### src/rtl/g9_pkg.sv
// Shared definitions for the G9 boot loader: memory geometry, frame length
// width and the loader state encoding.
package g9_pkg;
  localparam int WORD_W    = 32;
  localparam int ADDR_W    = 9;
  localparam int MEM_WORDS = 1 << ADDR_W;
  localparam int LEN_W     = 16;

  typedef enum logic [2:0] {
    S_LEN_HI,
    S_LEN_LO,
    S_DATA,
    S_CHECK,
    S_DONE,
    S_ERROR
  } ld_state_e;
endpackage

### src/rtl/byte_packer.sv
// 8->32 big-endian assembler: first byte lands in the MSBs. word_o and
// word_valid_o are registered, so the write pulse trails the 4th byte by one cycle.
module byte_packer
  import g9_pkg::*;
#(
  parameter int W = g9_pkg::WORD_W
) (
  input  logic         clk,
  input  logic         reset,
  input  logic [7:0]   byte_i,
  input  logic         byte_vld_i,
  output logic         last_byte_o,
  output logic         word_valid_o,
  output logic [W-1:0] word_o
);
  logic [1:0]   cnt_q;
  logic [W-9:0] asm_q;
  logic [W-1:0] word_q;
  logic         vld_q;

  assign last_byte_o  = (cnt_q == 2'd3);
  assign word_valid_o = vld_q;
  assign word_o       = word_q;

  always_ff @(posedge clk) begin
    if (reset) begin
      cnt_q  <= '0;
      asm_q  <= '0;
      word_q <= '0;
      vld_q  <= 1'b0;
    end else begin
      vld_q <= 1'b0;
      if (byte_vld_i) begin
        cnt_q <= cnt_q + 2'd1;
        asm_q <= {asm_q[W-17:0], byte_i};
        if (cnt_q == 2'd3) begin
          word_q <= {asm_q, byte_i};
          vld_q  <= 1'b1;
        end
      end
    end
  end
endmodule

### src/rtl/imem_loader.sv
// Framed byte-stream loader for instruction memory port A. Holds the core in
// reset until a frame with a matching XOR checksum has been written.
module imem_loader #(
  parameter int WORD_W = g9_pkg::WORD_W,
  parameter int ADDR_W = g9_pkg::ADDR_W
) (
  input  logic              clk,
  input  logic              reset,
  input  logic [7:0]        rx_data,
  input  logic              rx_valid,
  output logic              rx_ready,
  output logic              imem_wea,
  output logic [ADDR_W-1:0] imem_addra,
  output logic [WORD_W-1:0] imem_dina,
  output logic              cpu_reset,
  output logic              load_done,
  output logic              load_error
);
  import g9_pkg::*;

  localparam logic [LEN_W-1:0]  MAX_N = LEN_W'(1 << ADDR_W);
  localparam logic [ADDR_W:0]   ONE_W = (ADDR_W+1)'(1);

  ld_state_e         state_q;
  logic [7:0]        len_hi_q;
  logic [7:0]        xor_q;
  logic [ADDR_W:0]   len_q;
  logic [ADDR_W:0]   wcnt_q;
  logic [ADDR_W-1:0] addr_q;
  logic              cpu_reset_q, done_q, err_q;

  logic             acc;
  logic [LEN_W-1:0] len_d;
  logic             last_byte;
  logic             word_valid;
  logic [7:0]       xor_d;

  assign rx_ready = ~reset & (state_q inside {S_LEN_HI, S_LEN_LO, S_DATA, S_CHECK});
  assign acc      = rx_valid & rx_ready;
  assign len_d    = {len_hi_q, rx_data};
  assign xor_d    = xor_q ^ rx_data;

  byte_packer #(.W(WORD_W)) u_pack (
    .clk          (clk),
    .reset        (reset),
    .byte_i       (rx_data),
    .byte_vld_i   (acc && state_q == S_DATA),
    .last_byte_o  (last_byte),
    .word_valid_o (word_valid),
    .word_o       (imem_dina)
  );

  assign imem_wea   = word_valid;
  assign imem_addra = addr_q;
  assign cpu_reset  = cpu_reset_q;
  assign load_done  = done_q;
  assign load_error = err_q;

  always_ff @(posedge clk) begin
    if (reset) begin
      state_q     <= S_LEN_HI;
      len_hi_q    <= '0;
      xor_q       <= '0;
      len_q       <= '0;
      wcnt_q      <= '0;
      cpu_reset_q <= 1'b1;
      done_q      <= 1'b0;
      err_q       <= 1'b0;
    end else if (acc) begin
      case (state_q)
        S_LEN_HI: begin
          len_hi_q <= rx_data;
          xor_q    <= xor_d;
          state_q  <= S_LEN_LO;
        end
        S_LEN_LO: begin
          xor_q <= xor_d;
          len_q <= len_d[ADDR_W:0];
          if (len_d > MAX_N) begin
            err_q   <= 1'b1;
            state_q <= S_ERROR;
          end else if (len_d == '0) begin
            state_q <= S_CHECK;
          end else begin
            state_q <= S_DATA;
          end
        end
        S_DATA: begin
          xor_q <= xor_d;
          if (last_byte) begin
            wcnt_q <= wcnt_q + ONE_W;
            if (wcnt_q + ONE_W == len_q) state_q <= S_CHECK;
          end
        end
        S_CHECK: begin
          if (rx_data == xor_q) begin
            done_q      <= 1'b1;
            cpu_reset_q <= 1'b0;
            state_q     <= S_DONE;
          end else begin
            err_q   <= 1'b1;
            state_q <= S_ERROR;
          end
        end
        default: state_q <= state_q;
      endcase
    end
  end

  // Address advances on the edge that ends the write pulse, so it holds the
  // word index for the whole pulse.
  always_ff @(posedge clk) begin
    if (reset)           addr_q <= '0;
    else if (word_valid) addr_q <= addr_q + 1'b1;
  end
endmodule

### config.mk
export PLATFORM = sky130hd
export DESIGN_NAME = imem_loader
export DESIGN_NICKNAME = d
export VERILOG_FILES = /design/src/rtl/g9_pkg.sv /design/src/rtl/byte_packer.sv /design/src/rtl/imem_loader.sv
export SDC_FILE = /design/constraint.sdc
export NUM_CORES = 1
export LEC_CHECK = 0
export ABC_AREA = 1
export BUFFER_PORTS_ARGS = -buffer_cell sky130_fd_sc_hd__buf_2
export CAP_MARGIN = 25
export CORE_ASPECT_RATIO = 2
export CORE_MARGIN = 1
export CORE_UTILIZATION = 60
export DETAILED_ROUTE_END_ITERATION = 10
export PLACE_DENSITY = 0.82
export SYNTH_ARGS = -nofsm -noshare
export SYNTH_HDL_FRONTEND = slang
export SYNTH_SLANG_ARGS = --single-unit
### constraint.sdc
create_clock -name clk -period 3.6 [get_ports clk]
set_input_delay 0.36 -clock clk [delete_from_list [all_inputs] [get_ports clk]]
set_output_delay 0.36 -clock clk [all_outputs]
set_load 0.005 [all_outputs]
==> summary by stage <==
Clock network
The clock root buffer is sky130_fd_sc_hd__clkbuf_16. The number of gates resized after CTS was 0. CTS saw 110 sinks.

CTS built an H-tree with a depth of 3. The number of buffers created by CTS is 9. The clock edge transition at the registers on the reported setup and hold paths is 0.07 ns.

Counting along the longest clock path gives a buffer depth of 2. At the later pin of the worst-skew pair, clock insertion delay measures 0.35 ns. After clock tree synthesis, the setup repair step added 0 buffers. For this design, the CTS-stage hold fixing added 0 buffers. TritonCTS built the clock tree.

STA
Headroom to the max-slew limit came out at 61.0%. The number of failing setup endpoints in the final timing report is 0. The number of max-slew violations in the final report was 0. Setup repair after global routing left no endpoint under its margin. The shortest clock period the worst path allows after layout is 2.35 ns. The highest achievable clock rate is 0.426 GHz. The final critical path takes up 65.3% of the cycle.

At the pin with the least slew margin, the transition time is 0.586 ns. The number of failing hold endpoints at the final stage is 0. The final total negative setup slack is 0 ns. Clock skew on the completed layout was measured at 0.00662 ns.

Logic synthesis
Sorting the synthesized cells by area gives the leading types as sky130_fd_sc_hd__dfxtp_1 49%, sky130_fd_sc_hd__o21ai_0 8.0%, sky130_fd_sc_hd__nand2_1 7.8%. The number of nets handed over by synthesis was 614. The cell with the most instances after synthesis is sky130_fd_sc_hd__dfxtp_1. After synthesis, the most frequently instantiated cells are 110 x sky130_fd_sc_hd__dfxtp_1, 94 x sky130_fd_sc_hd__nand2_1, 80 x sky130_fd_sc_hd__nor2_1, 72 x sky130_fd_sc_hd__o21ai_0, 70 x sky130_fd_sc_hd__a21oi_1.

The area share of the leading cell type in the synthesized netlist is 48.6%. Counting every instance in the synthesized netlist gives 600. The netlist area before placement is 4530 µm².

The synthesized flop and latch total is 110. The number of enable-type register cells in the synthesized netlist is 0. The synthesized area per cell is 7.55 µm². The Yosys step of the flow raised 0 warnings. In this run, distinct cell masters in the synthesized netlist total 30. The sequential-to-total area share from yosys stat is 48.6%. For this run, the leading register cell type out of synthesis is sky130_fd_sc_hd__dfxtp_1. Counting flops with an async set or reset pin after synthesis yields a share of 0%. sky130_fd_sc_hd__dfxtp_1 takes more of the synthesized area than any other cell.

Finish
The share of final-layout standard cells stronger than drive strength 1 is 16.3%. The count of antenna diodes in the layout is 0. The final standard cell count with taps included and fillers excluded is 742. The final layout net count is 659. The finished cells cover 5150 µm². The area added between synthesis and finish is 13.8%.

Routing
For this run, design rule violations remaining after detail routing come to 0. The first detailed-routing pass took 5 iterations. Dividing the detail-routed wire length by the instance count gives 14.1 µm. The total via count in the routed design is 4121. The number of DRC markers after the initial detailed-route iteration is 363.

The number of nets still failing antenna checks after routing is 0. The number of vias per cell is 5.55. The final wirelength is 10.5 mm.

Floorplan
The number of top-level design ports is 57. The floorplan step defined a die boundary enclosing 7920 µm². The die is 63.4 µm wide. The row count is 44. The core footprint is 7270 µm².

The starting density of the core is 62.3%. The die is 125 µm tall.

Run
The max-cap check violation count is 0.

Power and ir drop
Dividing total power by cell area gives a power density of 469 nW/µm². Summed over all cells, the static leakage comes to 2.29 nW. The worst IR drop on VDD is 0.000384 V.

Place
Routability-driven placement finished with a final weighted congestion of 0.889. The placed wire-length estimate is 7.30 mm. The cell count after placement is 725. The placed instances occupy a cell area of 4830 µm².

The number of port buffers is 56.

Worst setup path
Along the worst path, the maximum fanout reaches 34. STA classifies the critical path endpoint as a flip-flop. The kind of critical path is reg2reg. The endpoint required time on the critical path is 3.81 ns.

The data arrival time of the worst path is 2.56 ns. The type of origin of the critical path is a flip-flop.

Global routing
Global routing finished with a remaining overflow of 0. Global routing used 27.8% of the available tracks. The initial antenna violation count is 0. The number of global-route vias before repair came to 3898. Entering global routing, the biggest net connects 45 pins. The first global-routing pass estimated 17.3 mm of wire.

Run status
The flow ran to the end, and the final reports show no timing, DRC or antenna violations.

Min path
The path class of the tightest hold or removal check is in2reg.
cell families after synthesis:
logic type | synth area share (%)
AND/OR/NAND/NOR | 22.7
AO/OA/AOI/OAI | 18.3
flip-flops | 48.6
buffers and inverters | 7.98
XOR/XNOR | 1.55
adder cells (fa/ha/maj) | 0.829
stage by stage:
stage	total power, mW	hold slack, ns	setup slack [ns]	utilization, %
3_5_place_dp	1.43	0.427	0.930	66.5
3_3_place_gp	1.42	0.425	1.01	66.5
4_1_cts	2.43	0.354	1.27	70.8
5_1_grt	2.49	0.380	1.01	70.9
6_report	2.42	0.364	1.25	70.9
2_1_floorplan	1.39	0.424	2.00	-
state kept, by name (all words and copies together) (netlist names), 2 cells and up:
signal,count
xor_q,8
state_q,3
imem_addra,9
u_pack.cnt_q,2
wcnt_q,10
u_pack.word_o,32
len_hi_q,8
u_pack.asm_q,24
len_q,10
area by class of cell:
type	instances	area (µm²)
Tap cell	92	115
Clock inverter	5	57.6
Clock buffer	11	253
Timing Repair Buffer	63	333
Sequential cell	110	2200
Inverter	59	221
Fill cell	591	2110
Multi-Input combinational cell	402	1970
where the power goes:
part,total (mW),switching (mW),internal [mW]
combinational,0.141,0.0954,0.0454
clock,1.01,0.434,0.577
sequential,1.27,0.0210,1.24
total,2.42,0.551,1.87
metal layers:
| metal | part of all wire, % | vias up | routed length, µm | GRT usage [%] |
|---|---|---|---|---|
| met3 | 3.7 | 35 | 385 | 5.68 |
| met1 | 38 | 1906 | 3940 | 29.1 |
| met5 | 0 | - | 0 | 0 |
| met2 | 54 | 130 | 5670 | 49.4 |
| met4 | 4.6 | 0 | 480 | 16.7 |
| li1 | - | 2050 | - | - |
cells in the final DEF, fill, tap and decap left out, types with 3 or more instances in the layout:
| master | instances |
|---|---|
| sky130_fd_sc_hd__o21ai_1 | 3 |
| sky130_fd_sc_hd__nor2_2 | 4 |
| sky130_fd_sc_hd__buf_4 | 7 |
| sky130_fd_sc_hd__nor2_4 | 5 |
| sky130_fd_sc_hd__nor3_1 | 3 |
| sky130_fd_sc_hd__buf_2 | 56 |
| sky130_fd_sc_hd__nor2_1 | 80 |
| sky130_fd_sc_hd__ha_1 | 3 |
| sky130_fd_sc_hd__inv_1 | 55 |
| sky130_fd_sc_hd__nand2_2 | 8 |
| sky130_fd_sc_hd__xnor2_1 | 6 |
| sky130_fd_sc_hd__nand3b_1 | 3 |
| sky130_fd_sc_hd__dfxtp_1 | 110 |
| sky130_fd_sc_hd__o21ai_0 | 72 |
| sky130_fd_sc_hd__a21oi_1 | 70 |
| sky130_fd_sc_hd__a211oi_1 | 9 |
| sky130_fd_sc_hd__inv_2 | 4 |
| sky130_fd_sc_hd__nand4_1 | 6 |
| sky130_fd_sc_hd__nand2_1 | 94 |
| sky130_fd_sc_hd__nand3_2 | 3 |
| sky130_fd_sc_hd__nand3_1 | 22 |
| sky130_fd_sc_hd__a31oi_1 | 4 |
| sky130_fd_sc_hd__clkbuf_16 | 9 |
worst max-delay path: stages (launching register included):
cell	delay (ns)
sky130_fd_sc_hd__dfxtp_1	0.40
sky130_fd_sc_hd__inv_2	0.09
sky130_fd_sc_hd__nor2_1	0.09
sky130_fd_sc_hd__nand2_1	0.11
sky130_fd_sc_hd__nor2_4	0.09
sky130_fd_sc_hd__buf_4	0.29
sky130_fd_sc_hd__inv_2	0.22
sky130_fd_sc_hd__nor2_4	0.36
sky130_fd_sc_hd__inv_2	0.29
sky130_fd_sc_hd__o21ai_1	0.20
sky130_fd_sc_hd__a21oi_1	0.06
final timing paths:
kind / start / cells past startpoint / slack, ns / end
setup / recovery: state_q[1] / 10 / 1.25 / wcnt_q[3]
hold / removal: rx_data[4] / 3 / 0.36 / len_hi_q[4]
setup reg to reg: state_q[1] / 10 / 1.25 / wcnt_q[3]
hold reg to reg: cpu_reset / 2 / 0.44 / cpu_reset
Note: power is estimated with default switching activity, not from simulation.
